<file path="config.mk">
export PLATFORM = sky130hd
export DESIGN_NAME = port_ingress_buffer
export DESIGN_NICKNAME = d
export VERILOG_FILES = /design/src/rtl/port_ingress_buffer.sv
export SDC_FILE = /design/constraint.sdc
export NUM_CORES = 1
export LEC_CHECK = 0
export ABC_AREA = 1
export CAP_MARGIN = 25
export CORE_MARGIN = 8
export CORE_UTILIZATION = 54
export DETAILED_ROUTE_END_ITERATION = 10
export MAX_ROUTING_LAYER = met4
export PLACE_DENSITY = 0.79
export SLEW_MARGIN = 20
export SYNTH_ARGS = -nofsm -noshare
export SYNTH_HDL_FRONTEND = slang
export SYNTH_SLANG_ARGS = --single-unit
</file>
<file path="constraint.sdc">
create_clock -name clock -period 5.9 [get_ports clock]
set_input_delay 1.18 -clock clock [delete_from_list [all_inputs] [get_ports clock]]
set_output_delay 1.18 -clock clock [all_outputs]
set_load 0.01 [all_outputs]
</file>
<file path="src/rtl/port_ingress_buffer.sv">
// port_ingress_buffer: frame-committing ingress FIFO that only exposes whole frames and drops bad or oversized ones.
module port_ingress_buffer #(
  parameter int FIFO_DEPTH = 64,
  parameter int DROP_COUNT_WIDTH = 16
) (
  input  logic                        clock,
  input  logic                        reset,
  input  logic [7:0]                  rx_data,
  input  logic                        rx_data_valid,
  input  logic                        rx_frame_start,
  input  logic                        rx_frame_end,
  input  logic                        rx_frame_error,
  output logic [8:0]                  port_recieve_data,
  output logic                        port_recieve_data_enable,
  input  logic                        port_receive_data_ready,
  output logic [DROP_COUNT_WIDTH-1:0] frame_drop_count,
  output logic                        frame_dropped
);
  localparam int AW = $clog2(FIFO_DEPTH);
  typedef logic [AW:0] ptr_t;
  localparam ptr_t DEPTH = ptr_t'(FIFO_DEPTH);
  typedef enum logic [1:0] {S_IDLE, S_RECEIVE, S_DISCARD} state_t;
  state_t state, state_n;
  ptr_t wr, rd, cm, wr_n, cm_n, wa;
  logic [8:0] mem [FIFO_DEPTH];
  logic [8:0] wd;
  logic we, drop, load;
  always_comb begin
    state_n = state;
    wr_n = wr;
    cm_n = cm;
    we = 1'b0;
    wa = wr;
    wd = {1'b0, rx_data};
    drop = 1'b0;
    if (rx_data_valid) begin
      if (rx_frame_error) begin
        wr_n = cm;
        drop = state == S_RECEIVE;
        state_n = S_IDLE;
      end else if (rx_frame_start) begin
        // a start mid-frame abandons the partial frame; the new one begins at the commit pointer
        drop = state == S_RECEIVE;
        if (cm - rd == DEPTH) begin
          drop = 1'b1;
          wr_n = cm;
          state_n = rx_frame_end ? S_IDLE : S_DISCARD;
        end else begin
          we = 1'b1;
          wa = cm;
          wd = {1'b1, rx_data};
          wr_n = cm + 1'b1;
          cm_n = rx_frame_end ? cm + 1'b1 : cm;
          state_n = rx_frame_end ? S_IDLE : S_RECEIVE;
        end
      end else if (state == S_RECEIVE) begin
        if (wr - rd == DEPTH) begin
          drop = 1'b1;
          wr_n = cm;
          state_n = rx_frame_end ? S_IDLE : S_DISCARD;
        end else begin
          we = 1'b1;
          wr_n = wr + 1'b1;
          cm_n = rx_frame_end ? wr + 1'b1 : cm;
          state_n = rx_frame_end ? S_IDLE : S_RECEIVE;
        end
      end else if (state == S_DISCARD && rx_frame_end) begin
        state_n = S_IDLE;
      end
    end
  end
  assign load = (cm != rd) && (!port_recieve_data_enable || port_receive_data_ready);
  always_ff @(posedge clock)
    if (we) mem[wa[AW-1:0]] <= wd;
  always_ff @(posedge clock) begin
    if (reset) begin
      state <= S_IDLE;
      wr <= '0;
      rd <= '0;
      cm <= '0;
      port_recieve_data <= '0;
      port_recieve_data_enable <= 1'b0;
      frame_drop_count <= '0;
      frame_dropped <= 1'b0;
    end else begin
      state <= state_n;
      wr <= wr_n;
      cm <= cm_n;
      frame_dropped <= drop;
      if (drop && !(&frame_drop_count)) frame_drop_count <= frame_drop_count + 1'b1;
      if (load) begin
        port_recieve_data <= mem[rd[AW-1:0]];
        port_recieve_data_enable <= 1'b1;
        rd <= rd + 1'b1;
      end else if (port_receive_data_ready) begin
        port_recieve_data_enable <= 1'b0;
      end
    end
  end
endmodule

</file>
# After elaboration in Yosys (flattened, before gate mapping)

Memories as Yosys holds them, arrays and structs flattened. A register that Yosys moved wholly into a read port is not among the register bits.
Cells that the tools add are included.

Flip-flop bits (word level): 41
Memory bits (writable): 576
Input bits: 15
Output and inout bits: 27
Word-level logic and storage cells: 79
Memories kept: 1

Add/subtract/negate cells: 6
Equality and inequality tests: 7
Mux-type cells: 43
Bitwise operators: 1
Reductions and logical operators: 14

Memories:

| memory | depth | width | rd ports | clocked after memory_dff | write ports | line | text |
|---|---|---|---|---|---|---|---|
| mem    | 64    | 9     | 1        | 1                        | 1           | 25   | `logic [8:0] mem [FIFO_DEPTH];` |

Operators by type and width:

| cell                                                            | number |
|---|---|
| 7-bit two-way mux                                               | 11 |
| 9-bit two-way mux                                               | 4 |
| 6-bit two-way mux                                               | 4 |
| 7-bit by 1-bit adder with 7-bit output, second input constant   | 3 |
| 1-bit two-way mux                                               | 17 |
| 16-bit by 1-bit adder with 16-bit output, second input constant | 1 |
| 16-bit AND reduction                                            | 1 |
| 7-bit == test, second input constant                            | 2 |
| 2-bit two-way mux                                               | 7 |
| 7-bit subtractor                                                | 2 |
| 7-bit inequality test                                           | 1 |
| 6-bit AND reduction                                             | 1 |
| 2-bit inequality test, second input constant                    | 2 |
| 2-bit AND reduction                                             | 2 |
| 2-bit nonzero test                                              | 2 |
| 4-bit nonzero test                                              | 1 |
| 1-bit logical AND                                               | 3 |
| 3-bit nonzero test                                              | 1 |
| 2-bit by 1-bit == test with 1-bit output, second input constant | 1 |
| 2-bit == test, second input constant                            | 1 |
| 1-bit logical NOT                                               | 2 |
| 1-bit logical OR                                                | 1 |
| 1-bit NOT                                                       | 1 |

# Depth between registers and ports, before layout

Gate-level depths: netlist of the first run.

Depth after elaboration: 9
Depth in mapped cells: 20
Mapped depth without buffers: 17

# Worst setup path before layout of the first run

Ideal clock, no wire load.

Kind: register -> register
Start point: register rd[1]
End point: memory mem[10][0] (enable)
Setup time: 374 ps
Arrival: 3,024 ps
Required time: 5,526 ps
Slack: 2,502 ps
Cell stages (with the launch flop): 20
Path buffers: 4
Clock period less this slack: 3,398 ps
Path through: dfxtp_1 > buf_2 > inv_1 > clkbuf_1 > clkbuf_1 > ha_1 > nand2_1 > nand2_1 > nand3_1 > nand2_1 > nand2_1 > nand2_1 > nor2_4 > nand2_8 > nand2_8 > buf_6 > nand2_1 > o21ai_2 > nand3_2 > nor2_1

Longest elaborated chain between the ends: 9
Elaborated cells on any way between the ends: 16
Classes of those cells: add/sub (2); eq/ne (2); mux (12)

Ends and longest elaborated chain:

| element                                 | line | text |
|---|---|---|
| from (decl)                             | 24   | `ptr_t wr, rd, cm, wr_n, cm_n, wa;` |
| from (signal assigned)                  | 94   | `rd <= rd + 1'b1;` |
| 7-bit subtractor                        | 57   | `if (wr - rd == DEPTH) begin` |
| 7-bit == test                           | 57   |  |
| 1-bit two-way mux                       | 57   |  |
| 1-bit two-way mux                       | 56   | `end else if (state == S_RECEIVE) begin` |
| 1-bit two-way mux                       | 41   | `end else if (rx_frame_start) begin` |
| 1-bit two-way mux                       | 37   | `if (rx_frame_error) begin` |
| 1-bit two-way mux                       | 36   | `if (rx_data_valid) begin` |
| 1-bit two-way mux                       | 74   | `if (we) mem[wa[AW-1:0]] <= wd;` |
| 1-bit two-way mux (implied by the code) | 74   |  |
| to (decl)                               | 25   |  |

Parallel ways exist; a longest one is shown, timed or not.

# Worst setup path in the final report of the first run

Start point: register rd[4]
End point: memory mem[14][0] (enable)

The elaborated chain is that of the path after synthesis.

==> results.json, run 1 <==
{
  "hold_path.startpoint": "state[0]",
  "n_antenna_cell": 0,
  "clock-sinks": 626,
  "tns_ns": 0,
  "topRoutingLayerUsed": "met4",
  "cts_tree": "built",
  "initial_core_util": 0.542,
  "fin_nets": 2346,
  "grt_max_degree": 255,
  "cts_made_buffers": 61,
  "path_clk_slew_ns": 0.06,
  "synthArstFlopShare": 0,
  "grt_pass1_vias": 17700,
  "route.vias.total": 18900,
  "areaGrowthSynthToFinish_pct": 10.3,
  "layout_commonest_cell": "edfxtp_1",
  "power_density_nw_per_um2": 399,
  "worst_slew_pin_slew_ns": 1.10,
  "num-fill-cells": 3654,
  "ys_seq_elements": 626,
  "max-slew-margin-rel": 0.265,
  "ant_nets": 0,
  "end_kind": "register",
  "antenna_found_initial": 0,
  "leakage_nw": 9.66,
  "worstSkewPairLatency_ns": 0.66,
  "drc": 0,
  "postSynthAreaPerCell_um2": 11.3,
  "status": "completed",
  "cts-root-buf": "clkbuf_16",
  "hold_viol": 0,
  "fin_util": 0.598,
  "drt_iter0_drc": 2770,
  "cts-htree-levels": 2,
  "final_cell_mix": "edfxtp_1 (576), nor2_1 (499), o21ai_0 (323)",
  "chipHeight_um": 237,
  "wl_met2_um": 31600,
  "crit_chain": "buf_4, inv_1, ha_1, nand2_1, nor2_1, nand2_1, nand3_1, nand2_1, nand2_2, nor2_4, nand2_8, nand2_2, nand2_2, nand3_1, nor2_4, nand2_2, nor2_1",
  "die_x_um": 237,
  "syn_area_um2": 26300,
  "cts_resized": 0,
  "grt_pass1_wl_um": 105000,
  "fin_crit_sh": 0.748,
  "hp-class": "reg2reg",
  "worstHoldEndpoint": "state[0]",
  "vias_per_cell": 6.32,
  "dr_wl_met3_um": 8680,
  "cpPeakStageDelay_ns": 0.78,
  "wl_met1_um": 27200,
  "cts_setup_buffers": 0,
  "seq_area_frac_synth": 0.695,
  "cp-start-kind": "register",
  "yosys_warnings": 0,
  "fin_cells": 2986,
  "rows": 81,
  "crit_top_cell": "nand2_2",
  "timing.rr.start": "rd[4]",
  "io_pins": 42,
  "postCtsHoldBufs": 0,
  "totalWireLength_um": 69800,
  "die-area_um2": 56100,
  "first_pass_iters": 6,
  "drv_slew": 0,
  "min_delay_path_depth": 2,
  "layout-drive-gt1-share": 0.0618,
  "power_mw": 11.6,
  "place_congestion": 0.993,
  "worstSetupPathType": "reg2reg",
  "cp_max_fo": 18,
  "overflow": 0,
  "post-route-min-period_ns": 4.42,
  "placed_cells": 2873,
  "wl_per_cell_um": 23.4,
  "grt_setup_unrepaired": "false",
  "netlist_instances": 2332,
  "slowest_stage": "nor2_1",
  "grt_use_total": 0.249,
  "ys.flop_type": "edfxtp_1",
  "maxCapViolations": 0,
  "clockBufferDepth": 3,
  "portBuffers": 41,
  "arrival_ns": 4.67,
  "dp_hpwl_um": 41100,
  "skew_ns": 0.0312,
  "yosysUniqueCellTypes": 35,
  "max_freq_mhz": 226,
  "synth_fp_nets": 2363,
  "coreArea_um2": 48500,
  "synth_enable_flop_cells": 576,
  "r2r_cells": 17,
  "reg2reg_slack_ns": 1.48,
  "ir_drop_mv": 0.309,
  "critPathRequiredTime_ns": 6.15,
  "rr_endpoint": "mem[14][0]",
  "setup_viol": 0
}
==> cell families after synthesis <==
logic type,Yosys count,synth area share
muxes,1,0.000428
and+or+nand+nor,922,0.146
xor gates and xnor gates,18,0.00599
AOI/OAI and AO/OA,530,0.112
DFF,626,0.695
buffers and inverters,219,0.0330
adders and majority gates,16,0.00760
==> power breakdown <==
part,switching (mW),total [mW],internal (mW)
sequential,0.0917,4.98,4.89
clock,1.67,3.79,2.13
combinational,2.03,2.81,0.774
==> cells in the mapped netlist (14+ instances only) <==
master	n	area, µm²
ha_1	16	200
nand3_1	99	495
nor2_1	500	1880
buf_2	26	130
nand2_1	254	953
edfxtp_1	576	17300
a21oi_1	49	245
o22ai_1	77	482
clkbuf_1	101	379
o211ai_1	55	413
nand4_1	29	181
xor2_1	14	123
inv_1	78	293
o21ai_0	323	1620
dfxtp_1	50	1000
==> worst max-delay path by stage <==
stage	endpoint	cells after the start	start	slack [ns]
after floorplan	mem[10][0]	19	rd[1]	2.50
after global placement	mem[52][5]	9	rx_frame_start	1.25
after detailed placement	mem[52][0]	9	rx_frame_start	1.11
after CTS	mem[14][8]	17	rd[4]	1.60
after global routing	mem[14][4]	17	rd[4]	1.28
final	mem[14][0]	17	rd[4]	1.48
==> sequential cells by signal, summed over array words and instances, names as in the netlist <==
name	cells
frame_drop_count	16
port_recieve_data_enable	1
wr	7
frame_dropped	1
cm	7
port_recieve_data	9
state	2
mem	576
rd	7
==> metal layers <==
metal  GRT usage  vias up
met3      0.0439      170
met4      0.0843        0
met1       0.343     8989
met2       0.373     1398
li1            -     8312
met5           -        -
==> worst max-delay path, delay by kind of cell (launching register included) <==
family        cells  cell delay (ns)
buf+inv           2             0.64
fa+ha+maj         1             0.50
flops             1             0.31
simple gates     14             2.57
==> stage by stage <==
| step | worst slack (ns) | instance area (µm²) | hold slack (ns) |
|---|---|---|---|
| 6_report | 1.48 | 29000 | 0.498 |
| 3_5_place_dp | 1.11 | 27100 | 0.487 |
| 5_1_grt | 1.28 | 29000 | 0.520 |
| 4_1_cts | 1.60 | 29000 | 0.497 |
| 2_1_floorplan | 2.50 | 26300 | 0.445 |
| 3_3_place_gp | 1.25 | 27100 | 0.458 |
==> layout make-up <==
cell class	instances	area, µm²	area share
tap	622	778	0.0268
clock buffer	75	1580	0.0544
clock inverter	37	359	0.0124
timing repair buffer	58	536	0.0184
sequential	626	18300	0.631
multi-input combinational	1487	7160	0.247
inverter	81	312	0.0107
Power figures use the tool's default switching activity.
==> run 2, diff against run 1 <==
clock period = 4.5 ns   (was 5.9 ns; I/O delays follow)
==> run 2 against run 1 <==
Clock skew down 0.0022 ns; highest routed layer unchanged; clock power grew 29%; clock-buffer cell count down 4; critical path type unchanged; non-clock buffer count up 21; register-to-register slack got worse by 1.1 ns; sequential cell count stayed put; sequential share of layout area shrank 0.30 points; via count fell by 0.43%; power rose by 31%; final area increased by 0.48%; worst hold slack worse by 0.016 ns; die area unchanged.
==> results.json, run 2 (synthesis gave the netlist of run 1 again) <==
{
  "status": "completed",
  "num-fill-cells": 3773,
  "critPathRequiredTime_ns": 4.77,
  "multiInputGateArea_um2": 7160,
  "max-slew-margin-rel": 0.248,
  "grt_pass1_wl_um": 105000,
  "rows": 81,
  "end_kind": "register",
  "io_pins": 42,
  "hold_viol": 0,
  "fin_nets": 2365,
  "chipHeight_um": 237,
  "grt_use_total": 0.250,
  "max_freq_mhz": 246,
  "hp-class": "reg2reg",
  "power_mw": 15.2,
  "clock-sinks": 626,
  "cts_resized": 0,
  "grt_setup_unrepaired": "false",
  "first_pass_iters": 6,
  "largest_reg_flops": 576,
  "drt_iter0_drc": 2455,
  "ant_nets": 0,
  "grt_pass1_vias": 17700,
  "clockBufferDepth": 3,
  "fin_crit_sh": 0.905,
  "min_delay_path_depth": 2,
  "die-area_um2": 56100,
  "grt_max_degree": 210,
  "cp_max_fo": 15,
  "overflow": 0,
  "final_cell_mix": "edfxtp_1 (576), nor2_1 (499), o21ai_0 (323)",
  "maxCapViolations": 0,
  "path_clk_slew_ns": 0.07,
  "totalWireLength_um": 70400,
  "place_congestion": 0.947,
  "cts-htree-levels": 2,
  "areaGrowthSynthToFinish_pct": 10.8,
  "worstSetupPathType": "reg2reg",
  "portBuffers": 41,
  "wl_per_cell_um": 23.4,
  "postCtsHoldBufs": 0,
  "die_x_um": 237,
  "antenna_found_initial": 1,
  "cts-root-buf": "clkbuf_16",
  "coreArea_um2": 48500,
  "initial_core_util": 0.542,
  "post-route-min-period_ns": 4.07,
  "cts_made_buffers": 59,
  "drv_slew": 0,
  "dp_hpwl_um": 42200,
  "drc": 0,
  "worst_slew_pin_slew_ns": 1.13,
  "cp-start-kind": "register",
  "leakage_nw": 9.76,
  "worstSkewPairLatency_ns": 0.64,
  "cts_tree": "built",
  "vias_per_cell": 6.25,
  "tns_ns": 0,
  "skew_ns": 0.0290,
  "layout_commonest_cell": "edfxtp_1",
  "setup_viol": 0,
  "seq_area_um2": 18300,
  "ir_drop_mv": 0.308,
  "arrival_ns": 4.34,
  "r2r_cells": 16,
  "power_density_nw_per_um2": 522,
  "layout-drive-gt1-share": 0.0742,
  "route.vias.total": 18800,
  "cts_setup_buffers": 0
}
## run 2: layer usage
layer,share of wire,GRT usage,wire length [µm]
met5,0,-,0
met2,0.45,0.372,31800
met4,0.040,0.102,2780
met1,0.38,0.326,26900
met3,0.13,0.0668,8930
## run 2: final timing paths
path | startpoint | to | slack [ns]
worst max register to register | rd[5] | mem[5][7] | 0.43
worst max-delay path | rd[5] | mem[5][7] | 0.43
worst min register to register | state[0] | state[0] | 0.48
worst min-delay path | state[0] | state[0] | 0.48
## run 2: per-stage QoR
step | utilization | hold slack [ns] | cell area (µm²) | cells | worst slack, ns
2_1_floorplan | - | 0.445 | 26300 | 2332 | 1.10
3_3_place_gp | 0.561 | 0.454 | 27200 | 2893 | 0.535
3_5_place_dp | 0.561 | 0.473 | 27200 | 2893 | 0.396
4_1_cts | 0.600 | 0.482 | 29100 | 3004 | 0.591
5_1_grt | 0.601 | 0.500 | 29200 | 3007 | 0.235
6_report | 0.601 | 0.483 | 29200 | 3007 | 0.429
## run 2: cell type report
cell class                 count  area share
antenna                        1   0.0000858
clock buffer                  71      0.0522
clock inverter                40      0.0127
inverter                      81      0.0107
multi-input combinational   1487       0.246
sequential                   626       0.628
tap                          622      0.0267
timing repair buffer          79      0.0246
## run 2: where the power goes
part | internal, mW | switching [mW] | total [mW]
clock | 2.71 | 2.17 | 4.88
combinational | 1.04 | 2.83 | 3.87
sequential | 6.41 | 0.0601 | 6.47
total | 10.2 | 5.06 | 15.2
## run 2: worst max-delay path, cell delays in order, from the launching register on
cell and delay [ns]:
dfxtp_1 0.39, inv_1 0.26, ha_1 0.45, nand2_1 0.10
nor2_1 0.16, nand2_1 0.09, nand3_1 0.07, nand2_1 0.06
nand2_2 0.08, nor2_4 0.05, nand2_8 0.14, nand2_2 0.08
nand2_2 0.16, nand3_1 0.29, nor2_4 0.25, nand2_2 0.35
nor2_1 0.74
==> run 3, diff against run 2 <==
MAX_ROUTING_LAYER = not set   (was met4)
PLACE_DENSITY = 0.76   (was 0.79)
==> run 3 against run 2 <==
Fmax fell by 3.9%; first-iteration DRC count rose by 13%; worst hold slack improved by 0.0042 ns; register-to-register slack got worse by 0.16 ns; final cell count barely moved; sequential power rose by 0.8%; wire length rose by 0.45%; core utilization rose by 0.53 points; combinational power fell by 2%; clock-buffer cell count fell by 1; non-clock buffer count rose by 1.
==> results.json, run 3 (synthesis gave the netlist of run 1 again) <==
{
  "drc": 0,
  "ant_nets": 0,
  "overflow": 0,
  "gr-max-usage-layer": "met2",
  "hold_viol": 0,
  "die_x_um": 237,
  "ir_drop_mv": 0.352,
  "die-area_um2": 56100,
  "cts-root-buf": "clkbuf_16",
  "rows": 81,
  "fin_cells": 3009,
  "largest_reg_flops": 576,
  "grt_pass1_wl_um": 107000,
  "postCtsHoldBufs": 0,
  "fin_nets": 2368,
  "post-route-min-period_ns": 4.24,
  "dp_hpwl_um": 42000,
  "clockBufferDepth": 3,
  "drt_iter0_drc": 2766,
  "portBuffers": 41,
  "max-slew-margin-rel": 0.152,
  "grtUsageMet2": 0.387,
  "initial_core_util": 0.542,
  "coreArea_um2": 48500,
  "placed_cells": 2895,
  "io_pins": 42,
  "tns_ns": 0,
  "first_pass_iters": 6,
  "status": "completed",
  "hp-class": "in2reg",
  "chipHeight_um": 237,
  "cts_resized": 0,
  "fin_util": 0.606,
  "vias_per_cell": 6.22,
  "cts-htree-levels": 2,
  "grt_use_total": 0.246,
  "skew_ns": 0.0456,
  "maxCapViolations": 0,
  "cp_max_fo": 15,
  "leakage_nw": 9.87,
  "areaGrowthSynthToFinish_pct": 11.8,
  "layout-drive-gt1-share": 0.0762,
  "worstSetupPathType": "reg2reg",
  "place_congestion": 0.952,
  "totalWireLength_um": 70700,
  "grt_max_degree": 255,
  "met1_usage": 0.338,
  "grt_pass1_vias": 18000,
  "grt_setup_unrepaired": "false",
  "critPathRequiredTime_ns": 4.78,
  "power_density_nw_per_um2": 535,
  "fin_crit_sh": 0.941,
  "cp-start-kind": "register",
  "final_cell_mix": "edfxtp_1 (576), nor2_1 (499), o21ai_0 (323)",
  "max_freq_mhz": 236,
  "path_clk_slew_ns": 0.06,
  "gr-usage-met3": 0.0532,
  "cts_made_buffers": 61,
  "wl_per_cell_um": 23.5,
  "num-fill-cells": 3695,
  "n_antenna_cell": 0,
  "arrival_ns": 4.52,
  "cts_tree": "built",
  "worstSkewPairLatency_ns": 0.65,
  "cts_setup_buffers": 0,
  "antenna_found_initial": 1,
  "end_kind": "register",
  "worst_slew_pin_slew_ns": 1.27,
  "clock-sinks": 626,
  "drv_slew": 0,
  "layout_commonest_cell": "edfxtp_1",
  "route.vias.total": 18700,
  "setup_viol": 0
}
run 3: cell types whose count changed in the layout (fill, tap and decap cells not counted), sizes merged:
cell / delta
clkinv: -3
inv: -1
buf: +1
diode: -1
bufinv: +7
clkbuf: -1
run 3: through the flow:
step	hold slack, ns	setup slack [ns]	power (mW)	cell area [µm²]
global route	0.482	0.0271	16.3	29400
detailed placement	0.479	0.381	10.3	27200
CTS	0.471	0.349	15.7	29400
global placement	0.455	0.564	10.2	27200
finish	0.487	0.264	15.7	29400
floorplan	0.445	1.10	9.06	26300
run 3: power breakdown:
group	switching [mW]	total [mW]	internal, mW
registers	0.105	6.52	6.41
clock network	2.21	5.42	3.21
logic	2.75	3.79	1.05
run 3: area by class of cell:
type,count,area (µm²),share of cell area
flip-flops and latches,626,18300,0.622
clock buffers,70,1580,0.0537
inverters,81,312,0.0106
well taps,622,778,0.0264
clock inverters,43,569,0.0193
repair buffers,80,718,0.0244
multi-input cells,1487,7160,0.243
run 3: worst paths after layout:
check	end	slack (ns)	startpoint	cells past startpoint
setup / recovery	mem[52][5]	0.26	rd[2]	16
hold / removal	mem[36][5]	0.49	rx_data[5]	1
setup reg to reg	mem[52][5]	0.26	rd[2]	16
hold reg to reg	state[0]	0.49	state[0]	2
run 3: metal layers:
metal | wire [µm] | part of all wire | up-vias
met5 | 13 | 0.00018 | -
met4 | 2380 | 0.034 | 2
met3 | 8120 | 0.11 | 186
met2 | 32400 | 0.46 | 1165
met1 | 27700 | 0.39 | 9026
li1 | - | - | 8350
run 3: critical path, cell delays in order (launching register included):
cell      delay, ns
dfxtp_1        0.33
clkinv_1       0.37
ha_1           0.58
nand2_1        0.09
nand2_1        0.09
nand2_1        0.08
nand3_1        0.09
nand2_1        0.06
nand2_1        0.10
nor2_4         0.07
nand2_8        0.14
nand2_2        0.08
nand2_2        0.17
nand3_1        0.27
nor2_4         0.23
nand2_2        0.35
nor2_1         0.75
